[config.mk]
export PLATFORM = sky130hd
export DESIGN_NAME = hazard_stall_ctrl
export DESIGN_NICKNAME = d
export VERILOG_FILES = /design/src/rtl/hazard_stall_ctrl.sv
export SDC_FILE = /design/constraint.sdc
export NUM_CORES = 1
export LEC_CHECK = 0
export CORE_MARGIN = 2
export CORE_UTILIZATION = 40
export CTS_BUF_LIST = sky130_fd_sc_hd__clkbuf_4 sky130_fd_sc_hd__clkbuf_8 sky130_fd_sc_hd__clkbuf_16
export CTS_CLUSTER_DIAMETER = 100
export DETAILED_ROUTE_END_ITERATION = 8
export PLACE_DENSITY = 0.72
export SLEW_MARGIN = 5
export SYNTH_ARGS = -nofsm -noshare
export SYNTH_HDL_FRONTEND = slang
export SYNTH_SLANG_ARGS = --single-unit
[constraint.sdc]
create_clock -name clk -period 2.35 [get_ports clk]
set_clock_uncertainty 0.15 [all_clocks]
set_input_delay 0.3525 -clock clk [delete_from_list [all_inputs] [get_ports clk]]
set_output_delay 0.3525 -clock clk [all_outputs]
set_load 0.005 [all_outputs]
[src/rtl/hazard_stall_ctrl.sv]
// Pipeline hazard/stall controller for the ID/EX boundary.
// Detects load-use hazards against the instruction in ID, flushes on a taken
// branch resolved in MEM, freezes the pipe while data memory is busy, and
// keeps a saturating count of cycles in which the PC was held.
module hazard_stall_ctrl #(
  parameter int LOAD_STALL_CYCLES = 1,
  parameter int CNT_W             = 16
) (
  input  logic             clk,
  input  logic             rst_n,
  input  logic [4:0]       id_rs,
  input  logic [4:0]       id_rt,
  input  logic             id_uses_rt,
  input  logic             ex_mem_read,
  input  logic [4:0]       ex_rt,
  input  logic             mem_branch_taken,
  input  logic             mem_wait,
  output logic             pc_write,
  output logic             ifid_write,
  output logic             idex_write,
  output logic             idex_bubble,
  output logic             flush,
  output logic [CNT_W-1:0] stall_cnt
);

  typedef enum logic {RUN = 1'b0, STALL = 1'b1} state_t;

  // Multi-cycle stalls need the STALL state; a single bubble is handled in RUN
  // because the bubble itself clears ex_mem_read on the next cycle.
  localparam bit       MULTI   = (LOAD_STALL_CYCLES > 1);
  localparam logic [2:0] CNT_LD = 3'(LOAD_STALL_CYCLES - 1);

  state_t     state, state_nxt;
  logic [2:0] cnt, cnt_nxt;
  logic       hazard;

  // Load in EX writes a register the ID instruction reads; $0 never hazards.
  always_comb begin
    hazard = ex_mem_read && (ex_rt != 5'd0) &&
             ((ex_rt == id_rs) || (id_uses_rt && (ex_rt == id_rt)));
  end

  // State and remaining-bubble counter register.
  always_ff @(posedge clk or negedge rst_n) begin
    if (!rst_n) begin
      state <= RUN;
      cnt   <= 3'd0;
    end else begin
      state <= state_nxt;
      cnt   <= cnt_nxt;
    end
  end

  // Next state: memory wait freezes, branch flush aborts any stall.
  always_comb begin
    state_nxt = state;
    cnt_nxt   = cnt;
    if (!mem_wait) begin
      if (mem_branch_taken) begin
        state_nxt = RUN;
        cnt_nxt   = 3'd0;
      end else if (state == STALL) begin
        cnt_nxt = cnt - 3'd1;
        if (cnt <= 3'd1) state_nxt = RUN;
      end else if (hazard && MULTI) begin
        state_nxt = STALL;
        cnt_nxt   = CNT_LD;
      end
    end
  end

  // Mealy outputs: reset > mem_wait > branch flush > stall > normal flow.
  always_comb begin
    pc_write    = 1'b1;
    ifid_write  = 1'b1;
    idex_write  = 1'b1;
    idex_bubble = 1'b0;
    flush       = 1'b0;
    if (!rst_n) begin
      pc_write    = 1'b0;
      ifid_write  = 1'b0;
      idex_write  = 1'b0;
      idex_bubble = 1'b1;
    end else if (mem_wait) begin
      pc_write   = 1'b0;
      ifid_write = 1'b0;
      idex_write = 1'b0;
    end else if (mem_branch_taken) begin
      flush = 1'b1;
    end else if ((state == STALL) || hazard) begin
      pc_write    = 1'b0;
      ifid_write  = 1'b0;
      idex_bubble = 1'b1;
    end
  end

  // Saturating count of cycles in which the PC was held.
  always_ff @(posedge clk or negedge rst_n) begin
    if (!rst_n)
      stall_cnt <= '0;
    else if (!pc_write && (stall_cnt != {CNT_W{1'b1}}))
      stall_cnt <= stall_cnt + 1'b1;
  end

endmodule
==> impl_results.md, run 1 <==
- Syn_area_per_cell: approximately 10 µm²
- Final min period: approximately 2.3 ns
- Number of endpoints with negative hold slack in the final report: 0
- Final max-slew violation count: 0
- Number of distinct library cells after synthesis: 34
- Violations in the final reports: design-rule violations
- Vertical extent of the die: ~59 µm
- Power density relative to cell area: a little over 600 nW/µm²
- Leftover overflow at the end of global routing: 0
- Data arrival time at the worst-slack endpoint: between 1.5 and 2 ns
- Antenna violations before repair: 0
- Reported max-cap violation count: 0
- Gate Count Post-Synth: between 100 and 150
- Die area: roughly 3400 µm²
- First-pass iteration count of the detailed router: 6
- Total CTS buffers: 3
- Final worst-path cycle share: 0.9736
- Wire length of the first global-routing pass: between 4000 and 5000 µm
- Actual transition at the worst max-transition pin: 0.5117 ns
- Worst setup path category: input pin to primary output
- Post-synthesis net count: about 140
- Clock latency reported for the late side of the worst-skew pair: ~0.30 ns
- RePlAce Congestion: between 0.7 and 0.8
- Number of failing setup endpoints in the final timing report: 0
- Effective utilization at floorplan: 0.4251
- DR DRC count: 3
- Per-cell via count in the routed design: about 5.2
- Floorplan die width: 58.60 µm
- Clock-pin slew on the worst setup and hold paths: 0.12 ns
- Ant. Diodes: 0
- Dpl cells: 200
- Fill count: around 240
- Sequential Area: 500.5 µm²
- Maximum operating frequency: ~0.44 GHz
- Number of warnings reported in the yosys synthesis log: 0
- Area of the mapped netlist: roughly 1200 µm²
- Post-Route Setup TNS: 0 ns
- Number of global-route vias before repair: about 1000
- Number of antenna-violating nets in the routed design: 0
- Multi-input gate area: between 600 and 700 µm²
- Detail Placement HPWL: 2216 µm
- Area growth from synthesis to final layout: 48.79%
- Final Non-Filler Cells: 206
- Total wire length: approximately 2900 µm
- TritonCTS clock tree: done
- Maximum VDD drop: 0.4683 mV
- Most common cell after layout, fill and taps aside: sky130_fd_sc_hd__clkdlybuf4s50_1
- Sequential fraction of the synthesis area: 0.4197
- Count of nets after finishing: 200
- Number of H-tree levels: 1
- Flip-flop and latch count after synthesis: 20
- Type of the most critical hold path: input pin to async pin
- Startpoint kind of the worst setup timing path: input pin
- Sink Count: 20
- Tightest slew margin relative to the limit: 0.6572
- Average wire length per cell after detail routing: approximately 14 µm
- Core footprint: about 2800 µm²
- Top library cells by usage in the layout, fill and taps aside: 29 x sky130_fd_sc_hd__clkdlybuf4s50_1, 23 x sky130_fd_sc_hd__xnor2_1, 20 x sky130_fd_sc_hd__dfrtp_1
- Result of the run: complete, but fails checks
- Share of final-layout standard cells stronger than drive strength 1: 0.1886
- CTS Buffer Depth: 2
- Fin Hold WS: between 0.2 and 0.3 ns
- Clock Tree Root: sky130_fd_sc_hd__clkbuf_4
- Type of element capturing the critical path: primary output
- Port-buffer cells: 41
- Vias: roughly 1100
- Standby leakage power: ~0.76 nW
- Critical register-to-register path startpoint: stall_cnt[1]
- Row cnt: 19
- Maximum number of pins on one net before global-route repair: 21
- I/O pin cnt: 42
- Hold buffers post-CTS: 0
- Required time of the worst setup path: roughly 1.9 ns
- Worst Path Max Fanout: 2
- Initial DRC Count: 53
- Worst setup path startpoint: id_rt[2]
- Tot GR Track Use: 0.1758
==> metal layers <==
| layer | vias to the layer above | share of wire | track usage |
|---|---|---|---|
| met1 | 519 | 0.42 | 0.2160 |
| met5 | - | 0 | 0 |
| met2 | 22 | 0.54 | 0.3162 |
| met3 | 2 | 0.037 | 0.03956 |
| li1 | 530 | - | - |
| met4 | 0 | 0.0056 | 0.03571 |
==> timing repair <==
item / CTS / global route
setup endpoints to repair: 3 / 2
pin swaps: 4 / 9
buffers inserted: 1 / 1
endpoints found under the hold margin: 0 / 0
resized for setup: 18 / 7
==> where the power goes <==
part	internal, mW	total [mW]	leakage [nW]	switching [mW]
sequential	0.412	0.506	0.265	0.0939
combinational	0.255	0.393	0.474	0.138
clock	0.0943	0.199	0.0210	0.104
==> stage by stage <==
stage                     power, mW  setup slack (ns)  cell area [µm²]    util
after global placement       0.8914           -0.4736             1712  0.6102
final                         1.098           0.06197             1774  0.6325
after CTS                     1.103           0.01060             1753  0.6249
after detailed placement     0.9075           -0.5012             1712  0.6102
after global routing          1.165         -0.003996             1774  0.6325
after floorplan              0.6747            0.3706             1192       -
==> final cells by class <==
type / instances / share of cell area
clock buffers: 4 / 0.02045
inverters: 5 / 0.01058
multi-input cells: 91 / 0.3745
flip-flops and latches: 20 / 0.2821
well taps: 31 / 0.02186
repair buffers: 55 / 0.2906
==> registers in the layout (all words and copies together), names as in the netlist <==
| name | flops |
|---|---|
| cnt | 3 |
| state | 1 |
| stall_cnt | 16 |
==> path summary, 6_finish.rpt <==
path | endpoint | slack, ns | cells past startpoint
max in group asynchronous | cnt[0] | 1.55 | 2
min | stall_cnt[15] | 0.29 | 2
min in group clk | stall_cnt[5] | 0.35 | 1
max reg2reg | stall_cnt[14] | 0.32 | 6
min reg2reg | stall_cnt[5] | 0.35 | 1
max | pc_write | 0.06 | 8
==> cells by family after synthesis <==
| family | Yosys count | synth area share |
|---|---|---|
| buf+inv | 8 | 0.03252 |
| xor+xnor | 24 | 0.1763 |
| mux | 1 | 0.01259 |
| compound gates | 16 | 0.1070 |
| simple gates | 47 | 0.2204 |
| fa+ha+maj | 3 | 0.03148 |
| flops | 20 | 0.4197 |
==> worst max-delay path, cell delays in order <==
cell                              delay, ns
sky130_fd_sc_hd__clkdlybuf4s50_1       0.47
sky130_fd_sc_hd__xnor2_1               0.12
sky130_fd_sc_hd__nand4_1               0.13
sky130_fd_sc_hd__o22ai_2               0.21
sky130_fd_sc_hd__a21oi_4               0.10
sky130_fd_sc_hd__o21ai_4               0.16
sky130_fd_sc_hd__inv_2                 0.04
sky130_fd_sc_hd__clkdlybuf4s15_2       0.20
==> cells in the mapped netlist (all sizes together) <==
library cell,instances,area [µm²]
a21oi,5,36.29
a31oi,2,12.51
a32o,1,10.01
and2,1,6.260
and2b,1,8.760
and3,5,31.28
and4,2,17.52
buf,3,20.01
dfrtp,20,500.5
ha,3,37.54
inv,5,18.77
mux2,1,15.01
nand2,10,45.04
nand2b,1,6.260
nand3,7,40.04
nand3b,1,7.510
nand4,8,50.05
nor2,7,26.28
nor2b,1,6.260
nor3,2,10.01
o21ai,5,40.04
o22ai,1,12.51
o31ai,1,7.510
o41ai,1,8.760
or4,1,7.510
xnor2,23,201.4
xor2,1,8.760
Note: power is estimated with default switching activity, not from simulation.
==> inputs of run 2 (changes only) <==
- ABC_AREA: unset -> 0
- REMOVE_ABC_BUFFERS: unset -> 1
- SLEW_MARGIN: 5 -> 25
==> run 2 against run 1 <==
Compared with the run above: the run still ends with design-rule violations left; worst setup slack worse by 0.013 ns; register-to-register slack hardly changed; wire length is 3.3% higher; clock power is 2% higher; critical path type unchanged; highest routed layer unchanged; non-clock buffer count stayed put; combinational power is 2% higher; first-iteration DRC count is 32% lower; cell area is 0.71% higher; global-route usage is 1.4 points higher.
==> impl_results.md, run 2 (same netlist as run 1, synthesis figures left out) <==
- Port-buffer cells: 41 (unchanged)
- Per-cell via count in the routed design: 5.306 (was 5.209)
- DR DRC count: 1 (was 3)
- Number of H-tree levels: 1 (unchanged)
- Number of antenna-violating nets in the routed design: 0 (unchanged)
- Antenna violations before repair: 0 (unchanged)
- Startpoint kind of the worst setup timing path: input pin (unchanged)
- Standby leakage power: 0.7685 nW (was 0.7600 nW)
- Count of nets after finishing: 200 (unchanged)
- Wire length of the first global-routing pass: 4926 µm (was 4623 µm)
- Sink Count: 20 (unchanged)
- Critical register-to-register path startpoint: stall_cnt[0] (was stall_cnt[1])
- Leftover overflow at the end of global routing: 0 (unchanged)
- Register bank with the most flops: stall_cnt (unchanged)
- Clock latency reported for the late side of the worst-skew pair: 0.31 ns (was 0.30 ns)
- Worst setup path category: input pin to primary output (unchanged)
- Final max-slew violation count: 0 (unchanged)
- Fin Hold WS: 0.3004 ns (was 0.2899 ns)
- Worst reg-to-reg setup slack: 0.33 ns (was 0.32 ns)
- Final Non-Filler Cells: 206 (unchanged)
- Dpl cells: 200 (unchanged)
- Type of the most critical hold path: input pin to async pin (unchanged)
- Effective utilization at floorplan: 0.4251 (unchanged)
- Number of failing setup endpoints in the final timing report: 0 (unchanged)
- Final worst-path cycle share: 0.9794 (was 0.9736)
- Pre-CTS setup slack: -0.5133 ns (was -0.5012 ns)
- Endpoint of the lowest-slack register-to-register path: stall_cnt[1] (was stall_cnt[14])
- Clock-pin slew on the worst setup and hold paths: 0.11 ns (was 0.12 ns)
- Vertical extent of the die: 58.60 µm (unchanged)
- I/O pin cnt: 42 (unchanged)
- CTS Buffer Depth: 2 (unchanged)
- Power after layout: 1.107 mW (was 1.098 mW)
- Final min period: 2.301 ns (was 2.288 ns)
- Worst Path Max Fanout: 2 (unchanged)
- Die area: 3434 µm² (unchanged)
- Area growth from synthesis to final layout: 49.84% (was 48.79%)
- Average wire length per cell after detail routing: 14.35 µm (was 13.90 µm)
- Worst reg-to-reg path cell count: 5 (was 6)
- Maximum operating frequency: 0.4345 GHz (was 0.4371 GHz)
- Total wire length: 2957 µm (was 2863 µm)
- Crit-path leading delay family: simple AND/OR/NAND/NOR gates (was buffers and inverters)
- Row cnt: 19 (unchanged)
- Post-detailed-placement cell area: 1712 µm² (unchanged)
- Maximum number of pins on one net before global-route repair: 21 (unchanged)
- Reported max-cap violation count: 0 (unchanged)
- Registers with the most flip-flops: stall_cnt (16), cnt (3), state (1) (unchanged)
- Clock Tree Root: sky130_fd_sc_hd__clkbuf_4 (unchanged)
- Post-Route Setup TNS: 0 ns (unchanged)
- Vias: 1093 (was 1073)
- Violations in the final reports: design-rule violations (unchanged)
- Total CTS buffers: 3 (unchanged)
- Tightest slew margin relative to the limit: 0.7004 (was 0.6572)
- Most common cell after layout, fill and taps aside: sky130_fd_sc_hd__clkdlybuf4s50_1 (unchanged)
- Unrepaired setup endpoints after global routing: false
- Worst Path Buf+Inv: 4 (was 3)
- Floorplan die width: 58.60 µm (unchanged)
- Data arrival time at the worst-slack endpoint: 1.80 ns (was 1.79 ns)
- First-pass iteration count of the detailed router: 6 (unchanged)
- TritonCTS clock tree: done (unchanged)
- Top library cells by usage in the layout, fill and taps aside: 29 x sky130_fd_sc_hd__clkdlybuf4s50_1, 22 x sky130_fd_sc_hd__xnor2_1, 20 x sky130_fd_sc_hd__dfrtp_1 (was 29 x sky130_fd_sc_hd__clkdlybuf4s50_1, 23 x sky130_fd_sc_hd__xnor2_1, 20 x sky130_fd_sc_hd__dfrtp_1)
- Largest incremental delay on the critical path: 0.55 ns (was 0.47 ns)
- Core footprint: 2805 µm² (unchanged)
- Max FFs per register: 16 (unchanged)
- Detail Placement HPWL: 2301 µm (was 2216 µm)
- Non-Filler Cell Area, Final: 1787 µm² (was 1774 µm²)
- Tot GR Track Use: 0.1901 (was 0.1758)
- Type of element capturing the critical path: primary output (unchanged)
- Required time of the worst setup path: 1.85 ns (about the same)
- Worst-path cell chain: clkdlybuf4s15_1 -> or4_4 -> o21ai_4 -> inv_2 -> a21oi_4 -> o21ai_4 -> inv_2 -> clkdlybuf4s15_2 (was clkdlybuf4s50_1 -> xnor2_1 -> nand4_1 -> o22ai_2 -> a21oi_4 -> o21ai_4 -> inv_2 -> clkdlybuf4s15_2)
- Initial DRC Count: 36 (was 53)
- End-of-flow core utilization: 0.6369 (was 0.6325)
- Worst setup margin: 0.04853 ns (was 0.06197 ns)
- Ant. Diodes: 0 (unchanged)
- Actual transition at the worst max-transition pin: 0.4473 ns (was 0.5117 ns)
- Power density relative to cell area: 619.5 nW/µm² (was 619.0 nW/µm²)
- Slowest cell on the critical path: sky130_fd_sc_hd__or4_4 (was sky130_fd_sc_hd__clkdlybuf4s50_1)
- RePlAce Congestion: 0.8391 (was 0.7581)
- Result of the run: complete, but fails checks (unchanged)
- Share of final-layout standard cells stronger than drive strength 1: 0.1943 (was 0.1886)
- Number of global-route vias before repair: 1098 (was 1046)
- Maximum VDD drop: 0.5248 mV (was 0.4683 mV)
- Number of endpoints with negative hold slack in the final report: 0 (unchanged)
-- run 2: changes by cell type in the layout (fill, tap and decap cells not counted) --
| cell | delta |
|---|---|
| sky130_fd_sc_hd__xnor2_2 | +1 |
| sky130_fd_sc_hd__clkdlybuf4s15_1 | -1 |
| sky130_fd_sc_hd__clkdlybuf4s15_2 | +1 |
| sky130_fd_sc_hd__xnor2_1 | -1 |
| sky130_fd_sc_hd__dlygate4sd2_1 | +1 |
| sky130_fd_sc_hd__buf_2 | -1 |
-- run 2: area by class of cell --
class | instances | area, µm²
Clock buffer | 4 | 36.28
Fill cell | 241 | 1018
Inverter | 5 | 18.77
Multi-Input combinational cell | 91 | 671.9
Sequential cell | 20 | 500.5
Tap cell | 31 | 38.79
Timing Repair Buffer | 55 | 520.5
-- run 2: how the worst max path moves through the flow --
stage                     cells past startpoint      from  slack (ns)          end
after floorplan                               6  ex_rt[1]        0.46   ifid_write
after global routing                          7  id_rt[1]      0.0006  idex_bubble
final                                         8  ex_rt[3]        0.05     pc_write
after CTS                                     7  id_rs[2]        0.01  idex_bubble
after detailed placement                      8  ex_rt[2]       -0.51     pc_write
after global placement                        8  ex_rt[2]       -0.48     pc_write
-- run 2: report_power, final --
| part | internal [mW] | switching (mW) |
|---|---|---|
| Sequential | 0.412 | 0.0931 |
| Combinational | 0.256 | 0.143 |
| Clock | 0.0946 | 0.108 |
| Total | 0.763 | 0.344 |
-- run 2: what timing repair did --
action                     4_1_cts  5_1_grt
gates resized for setup         17        7
setup endpoints to repair        3        3
buffers inserted                 1        1
hold buffers                     0        0
pin swaps                        4        9
-- run 2: layer usage --
metal,vias to the layer above,track usage,share of wire
met3,5,0.04835,0.036
met4,0,0.06169,0.011
met5,-,0,0
li1,530,-,-
met2,24,0.3355,0.53
met1,534,0.2256,0.42
